**src/rtl/multicycle_control.sv**
```systemverilog
// multicycle_control: control FSM for a multicycle MIPS-style datapath.
//
// Walks IDLE -> FETCH -> DECODE -> EXEC -> MEM -> WB (each instruction uses the
// subset of phases it needs) and stops in HALT once FETCH sees pc == INSTR_COUNT.
//
// Parameters:
//   PC_WIDTH     program-counter width
//   INSTR_COUNT  pc value at which execution halts
// Ports:
//   clock, reset     single clock; synchronous active-high reset
//   start            leave IDLE (ignored elsewhere)
//   step             (SINGLE_STEP_EN only) FETCH waits until step=1
//   opcode           instruction[31:26]; latched in DECODE
//   zero             ALU zero flag, used by beq in EXEC
//   pc               current program counter
//   pc_write .. mem_to_reg, pc_src, alu_op   datapath strobes and selects
//   busy, done       FETCH..WB / HALT status
//   retired          retired-instruction count, wraps at 256
// Optional feature macro: SINGLE_STEP_EN
module multicycle_control #(
    parameter int PC_WIDTH    = 6,
    parameter int INSTR_COUNT = 24
) (
    input  logic                clock,
    input  logic                reset,
    input  logic                start,
`ifdef SINGLE_STEP_EN
    input  logic                step,
`endif
    input  logic [5:0]          opcode,
    input  logic                zero,
    input  logic [PC_WIDTH-1:0] pc,
    output logic                pc_write,
    output logic                ir_write,
    output logic                reg_write,
    output logic                mem_read,
    output logic                mem_write,
    output logic                reg_dst,
    output logic                mem_to_reg,
    output logic [1:0]          pc_src,
    output logic [1:0]          alu_op,
    output logic                busy,
    output logic                done,
    output logic [7:0]          retired
);

    typedef enum logic [2:0] {IDLE, FETCH, DECODE, EXEC, MEM, WB, HALT} state_t;
    typedef enum logic [2:0] {K_R, K_ADDI, K_LW, K_SW, K_BEQ, K_J, K_NOP} kind_t;

    state_t state, state_next;
    kind_t  kind_q, kind_dec;
    logic   retire;
    logic   step_ok;
    logic   at_end;

`ifdef SINGLE_STEP_EN
    assign step_ok = step;
`else
    assign step_ok = 1'b1;
`endif

    assign at_end = (pc == PC_WIDTH'(INSTR_COUNT));

    always_comb begin
        case (opcode)
            6'b000000: kind_dec = K_R;
            6'b001000: kind_dec = K_ADDI;
            6'b100011: kind_dec = K_LW;
            6'b101011: kind_dec = K_SW;
            6'b000100: kind_dec = K_BEQ;
            6'b000010: kind_dec = K_J;
            default:   kind_dec = K_NOP;
        endcase
    end

    always_ff @(posedge clock) begin
        if (reset) begin
            state   <= IDLE;
            kind_q  <= K_NOP;
            retired <= '0;
        end else begin
            state <= state_next;
            if (state == DECODE) kind_q <= kind_dec;
            if (retire) retired <= retired + 8'd1;
        end
    end

    always_comb begin
        state_next = state;
        retire     = 1'b0;
        pc_write   = 1'b0;
        ir_write   = 1'b0;
        reg_write  = 1'b0;
        mem_read   = 1'b0;
        mem_write  = 1'b0;
        reg_dst    = 1'b0;
        mem_to_reg = 1'b0;
        pc_src     = 2'b00;
        alu_op     = 2'b00;
        busy       = 1'b0;
        done       = 1'b0;
        case (state)
            IDLE: if (start) state_next = FETCH;
            FETCH: begin
                busy = 1'b1;
                if (at_end) begin
                    state_next = HALT;
                end else if (step_ok) begin
                    ir_write   = 1'b1;
                    mem_read   = 1'b1;
                    pc_write   = 1'b1;
                    state_next = DECODE;
                end
            end
            DECODE: begin
                busy = 1'b1;
                // Routing uses the live opcode; later phases use the latched copy.
                case (kind_dec)
                    K_NOP: begin
                        state_next = FETCH;
                        retire     = 1'b1;
                    end
                    default: state_next = EXEC;
                endcase
            end
            EXEC: begin
                busy = 1'b1;
                case (kind_q)
                    K_R:         begin alu_op = 2'b10; state_next = WB; end
                    K_ADDI:      state_next = WB;
                    K_LW, K_SW:  state_next = MEM;
                    K_BEQ: begin
                        alu_op     = 2'b01;
                        pc_src     = 2'b01;
                        pc_write   = zero;
                        state_next = FETCH;
                        retire     = 1'b1;
                    end
                    default: begin
                        pc_src     = 2'b10;
                        pc_write   = 1'b1;
                        state_next = FETCH;
                        retire     = 1'b1;
                    end
                endcase
            end
            MEM: begin
                busy = 1'b1;
                if (kind_q == K_LW) begin
                    mem_read   = 1'b1;
                    state_next = WB;
                end else begin
                    mem_write  = 1'b1;
                    state_next = FETCH;
                    retire     = 1'b1;
                end
            end
            WB: begin
                busy       = 1'b1;
                reg_write  = 1'b1;
                reg_dst    = (kind_q == K_R);
                mem_to_reg = (kind_q == K_LW);
                state_next = FETCH;
                retire     = 1'b1;
            end
            HALT: done = 1'b1;
            default: state_next = IDLE;
        endcase
        // Reset cycle issues nothing, even when it lands mid-instruction.
        if (reset) begin
            pc_write   = 1'b0;
            ir_write   = 1'b0;
            reg_write  = 1'b0;
            mem_read   = 1'b0;
            mem_write  = 1'b0;
            reg_dst    = 1'b0;
            mem_to_reg = 1'b0;
            pc_src     = 2'b00;
            alu_op     = 2'b00;
            busy       = 1'b0;
            done       = 1'b0;
        end
    end

endmodule
```
**config.mk**
```make
export PLATFORM = sky130hd
export DESIGN_NAME = multicycle_control
export DESIGN_NICKNAME = d
export VERILOG_FILES = /design/src/rtl/multicycle_control.sv
export SDC_FILE = /design/constraint.sdc
export NUM_CORES = 1
export LEC_CHECK = 0
export ABC_AREA = 0
export CORE_MARGIN = 2
export CORE_UTILIZATION = 47
export DETAILED_ROUTE_END_ITERATION = 8
export GPL_TIMING_DRIVEN = 0
export PLACE_DENSITY = 0.94
export REMOVE_ABC_BUFFERS = 1
export SYNTH_ARGS = -nofsm -noshare
export SYNTH_HDL_FRONTEND = slang
export SYNTH_SLANG_ARGS = --single-unit
export TNS_END_PERCENT = 100
```
**constraint.sdc**
```tcl
create_clock -name clock -period 5.22 [get_ports clock]
set_input_delay 0.783 -clock clock [delete_from_list [all_inputs] [get_ports clock]]
set_output_delay 0.783 -clock clock [all_outputs]
set_load 0.05 [all_outputs]
```
==> results by group, run 1 <==
STA
  • Part of the cycle the worst path needs: between 70% and 80%
  • Setup TNS: 0 ns
  • Final worst slack: 1.32 ns
  • Max Freq: 257 MHz
  • Setup-failing EPs final: 0
  • Layout Skew: 0.00150 ns
  • RSZ-0062 raised after global routing: no
  • Max-slew violations: 0
  • Final min period: 3.90 ns
  • Hold Vio Cnt, Final: 0
  • Actual slew at the worst max-slew pin: 0.644 ns
  • Slew margin rel.: 56.9%

Routing
  • Iter 0 DRT Violations: 26
  • DR pass1 iterations: 4
  • Routed WL: between 2 and 3 mm
  • Drt wl/cell: 13.6 um
  • Via density: 5.90
  • DR vias: 1127
  • Post-route DRC violation count: 0
  • ANT nets after route: 0

Place
  • Gpl congestion: 0.802
  • Post-Place Cell Area: 1350 um^2
  • # port buffers: 36
  • HPWL after DPL: slightly below 2 mm
  • Dpl ws: between 1 and 1.5 ns

Global routing
  • First-pass GRT wire length: 4.37 mm
  • Pin count of the biggest net entering global routing: 21
  • Vias in the first global route: a little over 1000
  • Initial antenna violation count: 0
  • GRT Total Usage: 21.8%
  • Total grt overflow: 0

Setup path
  • Worst Path Max Fanout: 19
  • Crit path DAT: 3.11 ns
  • Worst-path cell chain: clkdlybuf4s50_1 -> nor2b_1 -> nor3b_1 -> clkdlybuf4s50_1
  • Slowest stage cell, crit path: clkdlybuf4s50_1
  • Slowest stage delay, CP: between 0.8 and 0.9 ns
  • Most used cell, CP: clkdlybuf4s50_1
  • Crit-path leading delay family: buffers and inverters
  • CP startpoint: reset
  • Worst path required time: 4.44 ns
  • Worst setup EP type: primary output
  • Worst Setup Path Type: input port to primary output
  • Startpoint types: input port
  • Worst r2r src: state[1]
  • Crit path depth: 4
  • Worst Reg2Reg Path Length in Cells: 5
  • Crit path buffers/inverters: 2

Final layout
  • Area grow syn2layout: 37.8%
  • Nets: 183
  • Layout cell share with drive strength beyond 1: 6.10%
  • Diode count: 0
  • Design Area, Final: 1390 um^2
  • Most common cell after layout, fill and taps aside: clkdlybuf4s50_1
  • Most frequent cells in the layout: clkdlybuf4s50_1 (36), nor2_1 (14), dfxtp_1 (14)

Worst hold path
  • Hold/Removal Path Class: flip-flop to flip-flop
  • Worst hold stages: 2
  • Worst Hold Launch: retired[5]

Pwr
  • Logic pwr share: 20.8%
  • Seq pwr share: a little under half
  • Switch Pwr: 0.0700 mW
  • Cell Int Power: 0.175 mW
  • Leak: 0.478 nW
  • Max IR drop VDD: 124 uV
  • Power per cell area: approximately 180 nW/um^2
  • Sw frac: 28.5%
  • Clk network pwr share: around a third

Synthesis
  • Register area share after synthesis: 27.9%
  • EDFF count, synth: 0
  • Ys async rst share: 0%
  • Most common flop cell mapped by yosys: dfxtp_1
  • Largest cells by area after synthesis: dfxtp_1 (28%), nor2_1 (5.2%), o21ai_0 (5.0%)
  • Syn Std Cell Area: 1010 um^2
  • Syn avg cell area: ~7.6 um^2
  • Synth cell types: 43
  • Synth warnings: 0
  • Post-synth top area share: 27.9%
  • Syn Inst Count: 133
  • FF+latch count, synth: 14
  • Leading area contributor after synthesis: dfxtp_1

Die
  • Die Wd: about 50 um
  • Die ar.: 2530 um^2
  • Initial Utilization: 50.8%
  • Die height: 50.3 um
  • Row cnt: 16
  • Ports: 37
  • Core Region: 1980 um^2

Clock network
  • Clock Latency Late Sink: 0.28 ns
  • CTS resizes: 0
  • H-Tree Depth: 1
  • CTS root buf: clkbuf_4
  • Clk buf depth: 2
  • Clock-pin transition on the worst setup and hold timing paths: around 0.09 ns
  • CTS tree: built
  • Total CTS buffers: 3
  • Clk sinks: 14
  • Post-CTS Setup Inserts: 0
  • Hold Buf Count CTS: 0

Run status
  • Status: complete, no violations

Job
  • Max-cap viol count: 0
-- cells by family after synthesis --
logic type      share of synthesized area [%]
buf+inv                                  6.47
simple gates                             36.8
compound gates                           20.3
mux                                      4.23
fa+ha+maj                                3.48
flops                                    27.9
xor+xnor                                0.871
-- cell usage after synthesis (2+ instances only) --
cell       number
buf_6           2
nor3_1          7
mux2_2          2
and3_1          3
nand2b_1        3
or4_1           2
ha_1            2
inv_1           4
nand4_1         3
nor2_1         14
mux2i_1         2
a21oi_1         9
clkbuf_1        6
a2111oi_0       2
nor4_1          3
nand2_1         6
o31ai_1         3
nand3_1         7
dfxtp_1        14
nand3b_1        2
or3_1           3
nor2b_1         4
o21ai_0        10
-- area by class of cell --
type	instances	area (um^2)
clock buffers	4	36.3
fillers	153	596
inverters	4	15.0
multi-input cells	106	661
flip-flops and latches	14	280
well taps	27	33.8
repair buffers	36	360
-- power groups by stage --
stage	clock [mW]	combinational (mW)	sequential [mW]
2_1_floorplan	0	0.0273	0.115
6_report	0.0801	0.0511	0.114
5_1_grt	0.0869	0.0546	0.115
3_3_place_gp	0	0.0488	0.116
3_5_place_dp	0	0.0504	0.116
4_1_cts	0.0799	0.0509	0.114
-- tightest hold or removal path: stages (launching register included) --
cell and delay [ns]:
dfxtp_1 0.35, o31ai_1 0.07, a21oi_1 0.06
-- final timing paths --
check / to / slack (ns)
worst max register to register: retired[7] / 2.81
worst min-delay path: retired[5] / 0.52
worst min register to register: retired[5] / 0.52
worst max-delay path: done / 1.32
-- state kept, by name (all words and copies together), names as in the netlist --
register	flops
retired	8
state	3
kind_q	3
-- through the flow --
stage	std cells	hold slack [ns]	total power, mW	utilization [%]
floorplan	124	0.501	0.143	-
global placement	187	0.490	0.165	68.1
detailed placement	187	0.508	0.167	68.1
CTS	191	0.519	0.245	69.9
global route	191	0.548	0.256	69.9
finish	191	0.517	0.245	69.9
-- routing by layer --
metal  track usage [%]  up-vias  wire length (um)
met5                 0        -                 0
li1                  -      553                 -
met1              28.1      529              1150
met3              3.27        4               125
met2              36.4       41              1300
met4              8.33        0                30
Power figures use the tool's default switching activity.
==> run 2, diff against run 1 <==
--- a/config.mk
+++ b/config.mk
@@ -7,10 +7,10 @@
 export LEC_CHECK = 0
 export ABC_AREA = 0
 export CORE_MARGIN = 2
-export CORE_UTILIZATION = 47
+export CORE_UTILIZATION = 39
 export DETAILED_ROUTE_END_ITERATION = 8
 export GPL_TIMING_DRIVEN = 0
-export PLACE_DENSITY = 0.94
+export PLACE_DENSITY = 0.84
 export REMOVE_ABC_BUFFERS = 1
 export SYNTH_ARGS = -nofsm -noshare
 export SYNTH_HDL_FRONTEND = slang
==> constraint.sdc (replaced) <==
create_clock -name clock -period 3.22 [get_ports clock]
set_input_delay 0.483 -clock clock [delete_from_list [all_inputs] [get_ports clock]]
set_output_delay 0.483 -clock clock [all_outputs]
set_load 0.05 [all_outputs]
==> results by group, run 2 (synthesized netlist as in run 1, its figures left out) <==
Run status
  • Status: complete, no violations

Pwr
  • Logic pwr share: roughly a fifth
  • Leak: 0.497 nW
  • Sw frac: about 28%
  • Power per cell area: ~290 nW/um^2
  • Clk network pwr share: 32.8%
  • Switch Pwr: ~0.11 mW
  • Total power: 0.397 mW
  • Cell Int Power: 0.284 mW
  • Seq pwr share: a little under half
  • Max IR drop VDD: 231 uV

STA
  • Setup-failing EPs final: 0
  • Part of the cycle the worst path needs: a little over 90%
  • Actual slew at the worst max-slew pin: between 0.6 and 0.7 ns
  • Hold Vio Cnt, Final: 0
  • Max Freq: 335 MHz
  • Final worst slack: 0.239 ns
  • Setup TNS: 0 ns
  • Fin Hold WS: 0.513 ns
  • Max-slew violations: 0
  • Layout Skew: 0.00237 ns
  • Slew margin rel.: a little over half
  • RSZ-0062 raised after global routing: no
  • Final min period: 2.98 ns

Final layout
  • Nets: 183
  • Max FFs per register: 8
  • Finished Core Util: 56.6%
  • Most frequent cells in the layout: clkdlybuf4s50_1 (33), nor2_1 (14), dfxtp_1 (14)
  • Design Area, Final: 1390 um^2
  • Area grow syn2layout: 38.2%
  • Sequential cell area: 280 um^2
  • Multi-input combinational cell area: 661 um^2
  • Most common cell after layout, fill and taps aside: clkdlybuf4s50_1
  • Non-filler cells, final: 194
  • Total of fill cells in the finished design: 230
  • Diode count: 0
  • Layout cell share with drive strength beyond 1: under 10%
  • Largest Register: retired
  • Largest registers: retired: 8 flops, kind_q: 3 flops, state: 3 flops

Die
  • Die Wd: 54.8 um
  • Core Region: 2450 um^2
  • Row cnt: 18
  • Ports: 37
  • Initial Utilization: 41.0%
  • Die height: 54.8 um
  • Die ar.: 3000 um^2

Place
  • # port buffers: 36
  • Dpl ws: -0.0622 ns
  • Post-Place Cell Area: 1350 um^2
  • Cells after DPL: between 150 and 200
  • Gpl congestion: 0.853
  • HPWL after DPL: 1.74 mm

Setup path
  • Worst setup EP type: primary output
  • Startpoint types: flip-flop
  • FF-to-FF setup slack: 0.82 ns
  • Worst r2r src: state[1]
  • Slowest stage cell, crit path: clkdlybuf4s50_1
  • Worst-path cell chain: nand2b_1 -> a2111oi_0 -> clkdlybuf4s50_1
  • Slowest stage delay, CP: 0.89 ns
  • Worst Reg2Reg Path Length in Cells: 5
  • Worst Path Max Fanout: 14
  • Crit path DAT: 2.50 ns
  • Worst path required time: ~2.7 ns
  • R2r endpoint: retired[7]
  • Worst Setup Path Type: flip-flop to primary output

Routing
  • Iter 0 DRT Violations: 30
  • Drt wl/cell: 12.3 um
  • DR pass1 iterations: 4
  • Post-route DRC violation count: 0
  • ANT nets after route: 0
  • Routed WL: 2.38 mm
  • DR vias: 1097
  • Via density: around 5.7

Clock network
  • Clk buf depth: 2
  • Clock Latency Late Sink: 0.29 ns
  • Hold Buf Count CTS: 0
  • Clock-pin transition on the worst setup and hold timing paths: 0.09 ns
  • CTS root buf: clkbuf_4
  • CTS tree: built
  • Clk sinks: 14
  • Total CTS buffers: 3
  • H-Tree Depth: 1

Global routing
  • Total grt overflow: 0
  • Vias in the first global route: 884
  • Initial antenna violation count: 0
  • Pin count of the biggest net entering global routing: 21
  • GRT Total Usage: between 10% and 20%
  • First-pass GRT wire length: 3.95 mm

Worst hold path
  • Min-Delay Endpoint: retired[6]
  • Hold/Removal Path Class: flip-flop to flip-flop
  • Worst Hold Launch: retired[6]
  • Worst hold stages: 2

Job
  • Max-cap viol count: 0
[run 2: area by class of cell]
type | count | share of cell area (%)
inverters | 4 | 1.08
well taps | 30 | 2.70
repair buffers | 36 | 25.9
clock buffers | 4 | 2.61
multi-input cells | 106 | 47.5
flip-flops and latches | 14 | 20.2
[run 2: critical path, delay by kind of cell (launching register included)]
kind / cells / cell delay, ns
flops: 1 / 0.65
compound gates: 1 / 0.49
simple gates: 1 / 0.17
buf+inv: 1 / 0.89
[run 2: power by group through the flow]
| stage | clock (mW) | sequential, mW | combinational, mW |
|---|---|---|---|
| floorplan | 0 | 0.187 | 0.0443 |
| global placement | 0 | 0.188 | 0.0795 |
| detailed placement | 0 | 0.188 | 0.0813 |
| CTS | 0.135 | 0.184 | 0.0819 |
| global route | 0.138 | 0.186 | 0.0896 |
| finish | 0.130 | 0.185 | 0.0817 |
[run 2: layer usage]
layer	GRT usage (%)	vias to the layer above	part of all wire, %
met3	1.91	4	5.1
met4	7.08	0	1.6
met5	0	-	0
li1	-	556	-
met2	26.8	32	48
met1	24.9	505	45
[run 2: timing repair]
action / in CTS / in global routing
gates resized for setup: 2 / 1
endpoints found under the setup margin: 2 / 5
buffers inserted: 0 / 0
endpoints found under the hold margin: 0 / 0
[run 2: worst max path at each step]
stage                        start         to
after floorplan              pc[3]   pc_write
after global placement       reset       done
after detailed placement     reset       done
after CTS                    reset  pc_src[0]
after global routing         pc[3]   pc_write
final                     state[2]  mem_write
